### config.mk
export PLATFORM = sky130hd
export DESIGN_NAME = i2c_slave_regfile_flat
export DESIGN_NICKNAME = d
export VERILOG_FILES = /design/src/rtl/i2c_slave_regfile_if.sv /design/src/rtl/i2c_slave_regfile.sv /design/src/flat_wrapper.sv
export SDC_FILE = /design/constraint.sdc
export NUM_CORES = 1
export LEC_CHECK = 0
export BUFFER_PORTS_ARGS = -buffer_cell sky130_fd_sc_hd__buf_4
export CAP_MARGIN = 30
export CELL_PAD_IN_SITES_DETAIL_PLACEMENT = 0
export CELL_PAD_IN_SITES_GLOBAL_PLACEMENT = 2
export CORE_MARGIN = 10
export CORE_UTILIZATION = 36
export DETAILED_ROUTE_END_ITERATION = 12
export GPL_ROUTABILITY_DRIVEN = 0
export MAX_ROUTING_LAYER = met4
export PLACE_DENSITY_LB_ADDON = 0.1
export SLEW_MARGIN = 20
export SYNTH_ARGS = -nofsm -noshare
export SYNTH_HDL_FRONTEND = slang
export SYNTH_SLANG_ARGS = --single-unit
### constraint.sdc
create_clock -name clk -period 5.4 [get_ports clk]
set_input_delay 0.27 -clock clk [delete_from_list [all_inputs] [get_ports clk]]
set_output_delay 0.27 -clock clk [all_outputs]
set_load 0.02 [all_outputs]
### src/rtl/i2c_slave_regfile_if.sv
// rtl/i2c_slave_regfile_if.sv - byte-engine handshake between i2c_slave and its register bank
interface i2c_slave_regfile_if;
   logic       i2c_ack;
   logic       i2c_w;
   logic       i2c_r;
   logic [7:0] i2c_rxdata;
   logic       i2c_stop;
   logic [7:0] i2c_txdata;

   modport master (
      output i2c_ack, i2c_w, i2c_r, i2c_rxdata, i2c_stop,
      input  i2c_txdata
   );

   modport slave (
      input  i2c_ack, i2c_w, i2c_r, i2c_rxdata, i2c_stop,
      output i2c_txdata
   );
endinterface

### src/rtl/i2c_slave_regfile.sv
// rtl/i2c_slave_regfile.sv - pointer-addressed register bank behind the i2c_slave byte engine
module i2c_slave_regfile #(
   parameter int unsigned             NUM_REGS = 16,
   parameter int unsigned             PTR_W    = 8,
   parameter logic [8*NUM_REGS-1:0]   RST_VAL  = '0,
   parameter logic [NUM_REGS-1:0]     RO_MASK  = '0,
   parameter bit                      AUTO_INC = 1'b1,
   parameter bit                      WRAP     = 1'b1
) (
   input  logic                  clk,
   input  logic                  reset_n,
   i2c_slave_regfile_if.slave    i2c,
   input  logic                  hw_wr,
   input  logic [PTR_W-1:0]      hw_addr,
   input  logic [7:0]            hw_wdata,
   output logic [8*NUM_REGS-1:0] regs_flat,
   output logic                  wr_pulse,
   output logic [PTR_W-1:0]      wr_addr,
   output logic                  err_sticky
);

   typedef enum logic {IDLE, DATA} state_t;

   localparam logic [PTR_W-1:0] LAST_PTR = PTR_W'(NUM_REGS - 1);

   state_t           state_q, state_d;
   logic [PTR_W-1:0] ptr_q, ptr_d;
   logic             ack_prev_q;
   logic [7:0]       regs_q [NUM_REGS];
   logic [7:0]       regs_d [NUM_REGS];
   logic             wr_pulse_q, wr_pulse_d;
   logic [PTR_W-1:0] wr_addr_q, wr_addr_d;
   logic             err_q, err_d;

   logic             ack_rise;
   logic             ptr_hit;
   logic             ro_hit;
   logic [7:0]       tx_data;
   logic [PTR_W-1:0] ptr_next;

   // Pointer decode: a pointer outside the bank matches no register.
   always_comb begin
      ack_rise = i2c.i2c_ack & ~ack_prev_q;
      ptr_hit  = 1'b0;
      ro_hit   = 1'b0;
      tx_data  = 8'hFF;
      for (int k = 0; k < NUM_REGS; k++) begin
         if (ptr_q == PTR_W'(k)) begin
            ptr_hit = 1'b1;
            ro_hit  = RO_MASK[k];
            tx_data = regs_q[k];
         end
      end

      if (!AUTO_INC || !ptr_hit) begin
         ptr_next = ptr_q;
      end else if (ptr_q == LAST_PTR) begin
         ptr_next = WRAP ? '0 : LAST_PTR;
      end else begin
         ptr_next = ptr_q + PTR_W'(1);
      end
   end

   assign i2c.i2c_txdata = tx_data;

   always_comb begin
      state_d    = state_q;
      ptr_d      = ptr_q;
      wr_pulse_d = 1'b0;
      wr_addr_d  = wr_addr_q;
      err_d      = err_q;
      regs_d     = regs_q;

      for (int k = 0; k < NUM_REGS; k++) begin
         if (hw_wr && hw_addr == PTR_W'(k)) begin
            regs_d[k] = hw_wdata;
         end
      end

      // The I2C commit is applied after the fabric write so it wins on a shared register.
      if (ack_rise) begin
         case (state_q)
            IDLE: begin
               if (i2c.i2c_w) begin
                  ptr_d   = PTR_W'(i2c.i2c_rxdata);
                  state_d = DATA;
               end else if (i2c.i2c_r) begin
                  ptr_d = ptr_next;
               end
            end
            DATA: begin
               if (i2c.i2c_w) begin
                  if (ptr_hit && !ro_hit) begin
                     for (int k = 0; k < NUM_REGS; k++) begin
                        if (ptr_q == PTR_W'(k)) begin
                           regs_d[k] = i2c.i2c_rxdata;
                        end
                     end
                     wr_pulse_d = 1'b1;
                     wr_addr_d  = ptr_q;
                  end else begin
                     err_d = 1'b1;
                  end
                  ptr_d = ptr_next;
               end else if (i2c.i2c_r) begin
                  ptr_d = ptr_next;
               end
            end
            default: state_d = IDLE;
         endcase
      end

      if (i2c.i2c_stop) begin
         state_d = IDLE;
      end
   end

   always_ff @(posedge clk or negedge reset_n) begin
      if (!reset_n) begin
         state_q    <= IDLE;
         ptr_q      <= '0;
         ack_prev_q <= 1'b0;
         wr_pulse_q <= 1'b0;
         wr_addr_q  <= '0;
         err_q      <= 1'b0;
         for (int k = 0; k < NUM_REGS; k++) begin
            regs_q[k] <= RST_VAL[8*k +: 8];
         end
      end else begin
         state_q    <= state_d;
         ptr_q      <= ptr_d;
         ack_prev_q <= i2c.i2c_ack;
         wr_pulse_q <= wr_pulse_d;
         wr_addr_q  <= wr_addr_d;
         err_q      <= err_d;
         regs_q     <= regs_d;
      end
   end

   always_comb begin
      regs_flat = '0;
      for (int k = 0; k < NUM_REGS; k++) begin
         regs_flat[8*k +: 8] = regs_q[k];
      end
   end

   assign wr_pulse   = wr_pulse_q;
   assign wr_addr    = wr_addr_q;
   assign err_sticky = err_q;

endmodule

### src/flat_wrapper.sv
// flat-port wrapper written by rule: the top's interface ports become plain ports
module i2c_slave_regfile_flat 
#(
   parameter int unsigned             NUM_REGS = 16,
   parameter int unsigned             PTR_W    = 8,
   parameter logic [8*NUM_REGS-1:0]   RST_VAL  = '0,
   parameter logic [NUM_REGS-1:0]     RO_MASK  = '0,
   parameter bit                      AUTO_INC = 1'b1,
   parameter bit                      WRAP     = 1'b1
)
  (clk, reset_n, hw_wr, hw_addr, hw_wdata, regs_flat, wr_pulse, wr_addr, err_sticky, i2c_i2c_ack, i2c_i2c_w, i2c_i2c_r, i2c_i2c_rxdata, i2c_i2c_stop, i2c_i2c_txdata);
  i2c_slave_regfile_if i2c_i ();
  input  logic clk;
  input  logic reset_n;
  input  logic hw_wr;
  input  logic [PTR_W-1:0] hw_addr;
  input  logic [7:0] hw_wdata;
  output logic [8*NUM_REGS-1:0] regs_flat;
  output logic wr_pulse;
  output logic [PTR_W-1:0] wr_addr;
  output logic err_sticky;
  input wire logic [$bits(i2c_i.i2c_ack)-1:0] i2c_i2c_ack;
  input wire logic [$bits(i2c_i.i2c_w)-1:0] i2c_i2c_w;
  input wire logic [$bits(i2c_i.i2c_r)-1:0] i2c_i2c_r;
  input wire logic [$bits(i2c_i.i2c_rxdata)-1:0] i2c_i2c_rxdata;
  input wire logic [$bits(i2c_i.i2c_stop)-1:0] i2c_i2c_stop;
  output wire logic [$bits(i2c_i.i2c_txdata)-1:0] i2c_i2c_txdata;
  assign i2c_i.i2c_ack = i2c_i2c_ack;
  assign i2c_i.i2c_w = i2c_i2c_w;
  assign i2c_i.i2c_r = i2c_i2c_r;
  assign i2c_i.i2c_rxdata = i2c_i2c_rxdata;
  assign i2c_i.i2c_stop = i2c_i2c_stop;
  assign i2c_i2c_txdata = i2c_i.i2c_txdata;
  i2c_slave_regfile #(.NUM_REGS(NUM_REGS), .PTR_W(PTR_W), .RST_VAL(RST_VAL), .RO_MASK(RO_MASK), .AUTO_INC(AUTO_INC), .WRAP(WRAP)) u_core (.clk(clk), .reset_n(reset_n), .i2c(i2c_i), .hw_wr(hw_wr), .hw_addr(hw_addr), .hw_wdata(hw_wdata), .regs_flat(regs_flat), .wr_pulse(wr_pulse), .wr_addr(wr_addr), .err_sticky(err_sticky));
endmodule
Word level (Yosys, flattened, before mapping)
Cells that the tools add are included.
{"block": "word_totals", "rom_bits": 0, "latch_bits": 0, "mem_bits_rw": 0, "wordCells": 160, "register_bits": 148, "output_inout_bits": 146, "input_bits": 31, "n_memories": 0}
{"block": "classes", "n_div": 0, "muxes": 82, "multipliers": 0, "reduce_logical": 21, "n_bitwise": 4, "add_sub_neg": 1, "n_eq_ne": 30, "shift": 0, "order_cmp": 0}
{"cell": "128-bit two-way mux", "count": 4}
{"cell": "8-bit two-way mux", "count": 53}
{"cell": "8-bit by 4-bit equality test with 1-bit output, second input constant", "count": 16}
{"cell": "8-bit by 3-bit equality test with 1-bit output, second input constant", "count": 8}
{"cell": "8-bit by 2-bit equality test with 1-bit output, second input constant", "count": 4}
{"cell": "1-bit two-way mux", "count": 24}
{"cell": "8-bit by 1-bit equality test with 1-bit output, second input constant", "count": 2}
{"cell": "1-bit logical AND", "count": 16}
{"cell": "8-bit logical NOT", "count": 2}
{"cell": "8-bit one-hot mux with 2 select lines", "count": 1}
{"cell": "8-bit by 1-bit adder with 8-bit output, second input constant", "count": 1}
{"cell": "4-bit AND reduction", "count": 2}
{"cell": "1-bit NOT", "count": 3}
{"cell": "2-bit nonzero test", "count": 1}
{"cell": "1-bit bitwise AND", "count": 1}

Longest topological paths before layout
{"block": "depth", "ltp_word": 21, "mapped_depth": 11, "ltp_nobuf": 8}

Least setup slack after synthesis
Ideal clock, no wire load.
{"block": "synth_path", "path_type": "register -> output", "from": "register u_core.ptr_q[0]", "to": "output i2c_i2c_txdata[6]", "path_stages_with_launch": 12, "slack_ps": 2833, "n_path_buf": 3, "arrival_time_ps": 2297, "cell_sequence": "dfrtp_1 > inv_1 > ha_1 > clkbuf_1 > clkbuf_1 > clkbuf_1 > nand2_1 > o311ai_0 > a21oi_1 > a21oi_1 > o221ai_1 > a21oi_1"}
{"block": "synth_between", "elab_chain_len": 17, "elab_cells_between_ends": 32, "cone_classes": "eq/ne (15); mux (16); reduce/logical (1)"}
{"item": "start, declared", "line_no": "i2c_slave_regfile.sv:27", "text": "logic [PTR_W-1:0] ptr_q, ptr_d;"}
{"item": "start signal, assigned", "line_no": "i2c_slave_regfile.sv:131", "text": "ptr_q <= ptr_d;"}
{"item": "8-bit logical NOT", "line_no": "i2c_slave_regfile.sv:48", "text": "if (ptr_q == PTR_W'(k)) begin"}
{"item": "8-bit two-way mux (15 in a row)", "line_no": "i2c_slave_regfile.sv:48"}
{"item": "8-bit two-way mux (*)", "line_no": "i2c_slave_regfile.sv:48"}
{"item": "end, declared", "line_no": "flat_wrapper.sv:27", "text": "output wire logic [$bits(i2c_i.i2c_txdata)-1:0] i2c_i2c_txdata;"}
Every way passes the cells marked *; elsewhere a longest branch is shown, timed or not.

Worst setup path in the final report
{"block": "layout_path", "from": "register u_core.ptr_q[0]", "to": "output i2c_i2c_txdata[4]"}
The elaborated chain is that of the path after synthesis.

==> impl_metrics.csv <==
group,metric,value,unit
outcome,outcome,"finished, final reports clean",
sta,drv_slew,0,
sta,setup_slack,1362,ps
power_and_ir_drop,powerDensity,308.2,nW/µm²
power_and_ir_drop,vdd_ir_drop_max,0.1761,mV
job,max-cap-violations,0,
placement,dpl-instance-area,10220,µm²
synthesis,synth_area,8680,µm²
synthesis,async_reset_ff_frac,1.000,
global_routing,grt_pass1_vias,8491,
global_routing,grt_pass1_wl,59030,µm
final_layout,layout_common_cells,"194 x buf_4, 162 x nor2_1, 153 x a21oi_1, 148 x dfrtp_1, 129 x mux2i_1",
synthesis,netlist_instances,987,
sta,rsz0062_at_grt,"false",
clocking,clock-sinks,148,
setup_path,cp.arrival,3770,ps
synthesis,synth-edff-count,0,
routing,drc_errors,0,
setup_path,crit_path_max_fanout,19,
synthesis,ys.warnings.count,0,
floorplanning,die_height,175.3,µm
routing,drt-total-wl,40390,µm
worst_hold_path,hold_path.class,"input pin to register",
setup_path,cp_slowest_stage_delay,670,ps
placement,port_buffers,176,
floorplanning,die_x,175.3,µm
clocking,post-cts-setup-buffer-count,0,
sta,finalSetupTns,0,ps
synthesis,synthTopCellsByArea,"dfrtp_1 43%, mux2i_1 15%, a21oi_1 8.8%",
placement,dp_hpwl,28060,µm
global_routing,antenna_found_initial,0,
setup_path,crit_required,5130,ps
floorplanning,rows,56,
power_and_ir_drop,leakagePower,0.004977,µW
routing,first_pass_iters,5,
final_layout,area_growth,25.60,%
global_routing,grt_max_degree,96,
synthesis,synth_top_area_cell,"dfrtp_1",
final_layout,final_nets,1163,
clocking,cts-resized-gates,0,
sta,hold_viol_final,0,
clocking,insertion_delay,440,ps
sta,finalCriticalPeriod,4038,ps
floorplanning,start_util,0.3676,
synthesis,yosysSeqAreaShare,0.4267,
setup_path,crit_type,"register to primary output",
final_layout,final_common_cell,"buf_4",
clocking,ctsHtreeMaxLevel,4,
setup_path,cpMostUsedCell,"inv_1",
sta,finClkSkew,13.55,ps
floorplanning,coreArea,23610,µm²
sta,slew_headroom,0.3543,
clocking,clk_pin_slew,60,ps
placement,dp_slack,1844,ps
routing,viasPerCell,5.840,
clocking,numCtsBuffers,17,
setup_path,setup.worst_path.start_class,"register",
routing,drtIter0Drc,875,
setup_path,crit_chain,"inv_1 -> ha_1 -> inv_1 -> nor2_1 -> a32oi_1 -> o221ai_1 -> o311ai_0 -> a22oi_1 -> buf_4",
global_routing,grt_usage,0.2633,
synthesis,postSynthAreaPerCell,8.794,µm²
sta,worst_pin_slew,967.5,ps
floorplanning,ios,177,
floorplanning,dieArea,30720,µm²
routing,via_count,8521,
synthesis,yosysTopAreaCellShare,0.4267,
clocking,clock-root-buffer,"clkbuf_16",
synthesis,syn_nets,1022,
sta,fmax,247.6,MHz
synthesis,ys.flop_type,"dfrtp_1",
final_layout,antennaDiodeCount,0,
global_routing,grt-ovfl-total,0,
final_layout,drive_gt1_frac,0.2193,
clocking,cts_tree,"built",
routing,wl_per_cell,27.69,µm
synthesis,synth_cell_types,57,
sta,setup_viol,0,
routing,ant_nets,0,
setup_path,cp-end-kind,"primary output",
final_layout,design_area,10900,µm²
sta,post-route-period-util,0.7478,
setup_path,crit_path_top_delay_cell,"ha_1",
clocking,clk_path_buf_depth,2,
synthesis,ys_ff_latch,148,
-- cells by family (layout without fill, tap and decap cells) --
family          count (synthesis)  after routing  synth area share
compound gates                286            286            0.1953
fa+ha+maj                       4              4          0.005766
buf+inv                        86            239           0.03921
flops                         148            148            0.4267
mux                           137            137            0.1591
simple gates                  326            326            0.1739
-- critical path: cells and delay by family, from the launching register on --
| family | cells | cell delay [ps] |
|---|---|---|
| AO/OA/AOI/OAI | 4 | 1030 |
| adder cells (fa/ha/maj) | 1 | 670 |
| buffers and inverters | 3 | 630 |
| AND/OR/NAND/NOR | 1 | 520 |
| flip-flops | 1 | 480 |
-- report_power, final --
group / internal (µW) / switching [µW]
Combinational: 288 / 548
Clock: 700 / 534
Sequential: 1180 / 106
-- state kept, by name (all words and copies together) (netlist names) --
register           cells
u_core.ptr_q           8
u_core.err_sticky      1
u_core.wr_addr         8
u_core.state_q         1
u_core.ack_prev_q      1
u_core.regs_flat     128
u_core.wr_pulse        1
-- Yosys cell counts, drive strengths merged (4+ instances only) --
cell type,instances
nor2,164
a21oi,153
dfrtp,148
mux2i,129
nand2,62
clkbuf,59
o21ai,48
buf,20
nand3,20
nor2b,18
nor3,15
o221ai,11
nand2b,10
nand3b,10
mux2,8
o31ai,8
a22oi,7
inv,7
o22ai,7
o211ai,6
a221oi,5
a32oi,5
nor4,5
a211oi,4
ha,4
nor3b,4
o32ai,4
or3,4
-- layer usage --
layer / wire, µm / global-route usage / vias up
li1: - / - / 3845
met1: 18220 / 0.3495 / 4269
met2: 18790 / 0.4042 / 357
met3: 2486 / 0.04654 / 50
met4: 903 / 0.07665 / 0
met5: 0 / - / -
-- metrics by stage --
step           total power [µW]    util  instances  hold slack (ps)
2_1_floorplan              1733       -        987           -25.59
3_3_place_gp               2125  0.4308       1414            390.0
3_5_place_dp               2127  0.4327       1420            390.3
4_1_cts                    3351  0.4588       1454            235.4
5_1_grt                    3474  0.4617       1459            256.3
6_report                   3360  0.4617       1459            237.0
-- worst paths after layout --
kind | from | end | cells past startpoint | slack (ps)
max reg2reg | u_core.ptr_q[0] | u_core.regs_flat[81] | 8 | 2010
max | u_core.ptr_q[0] | i2c_i2c_txdata[4] | 9 | 1360
min reg2reg | u_core.err_sticky | u_core.err_sticky | 1 | 490
min | i2c_i2c_r | u_core.ptr_q[0] | 4 | 240
min in group asynchronous | reset_n | u_core.regs_flat[66] | 2 | 250
max in group asynchronous | reset_n | u_core.regs_flat[34] | 3 | 4150
-- layout make-up --
type	instances	area [µm²]
fill	2343	12710
multi-input combinational	753	4636
sequential	148	3704
timing repair buffer	201	1551
clock buffer	19	442.9
tap	319	399.1
clock inverter	12	142.6
inverter	7	26.28
-- what timing repair did --
action | in CTS | in global routing
setup endpoints to repair | 0 | 0
endpoints found under the hold margin | 29 | 0
hold buffers | 3 | 0
Power figures use the tool's default switching activity.
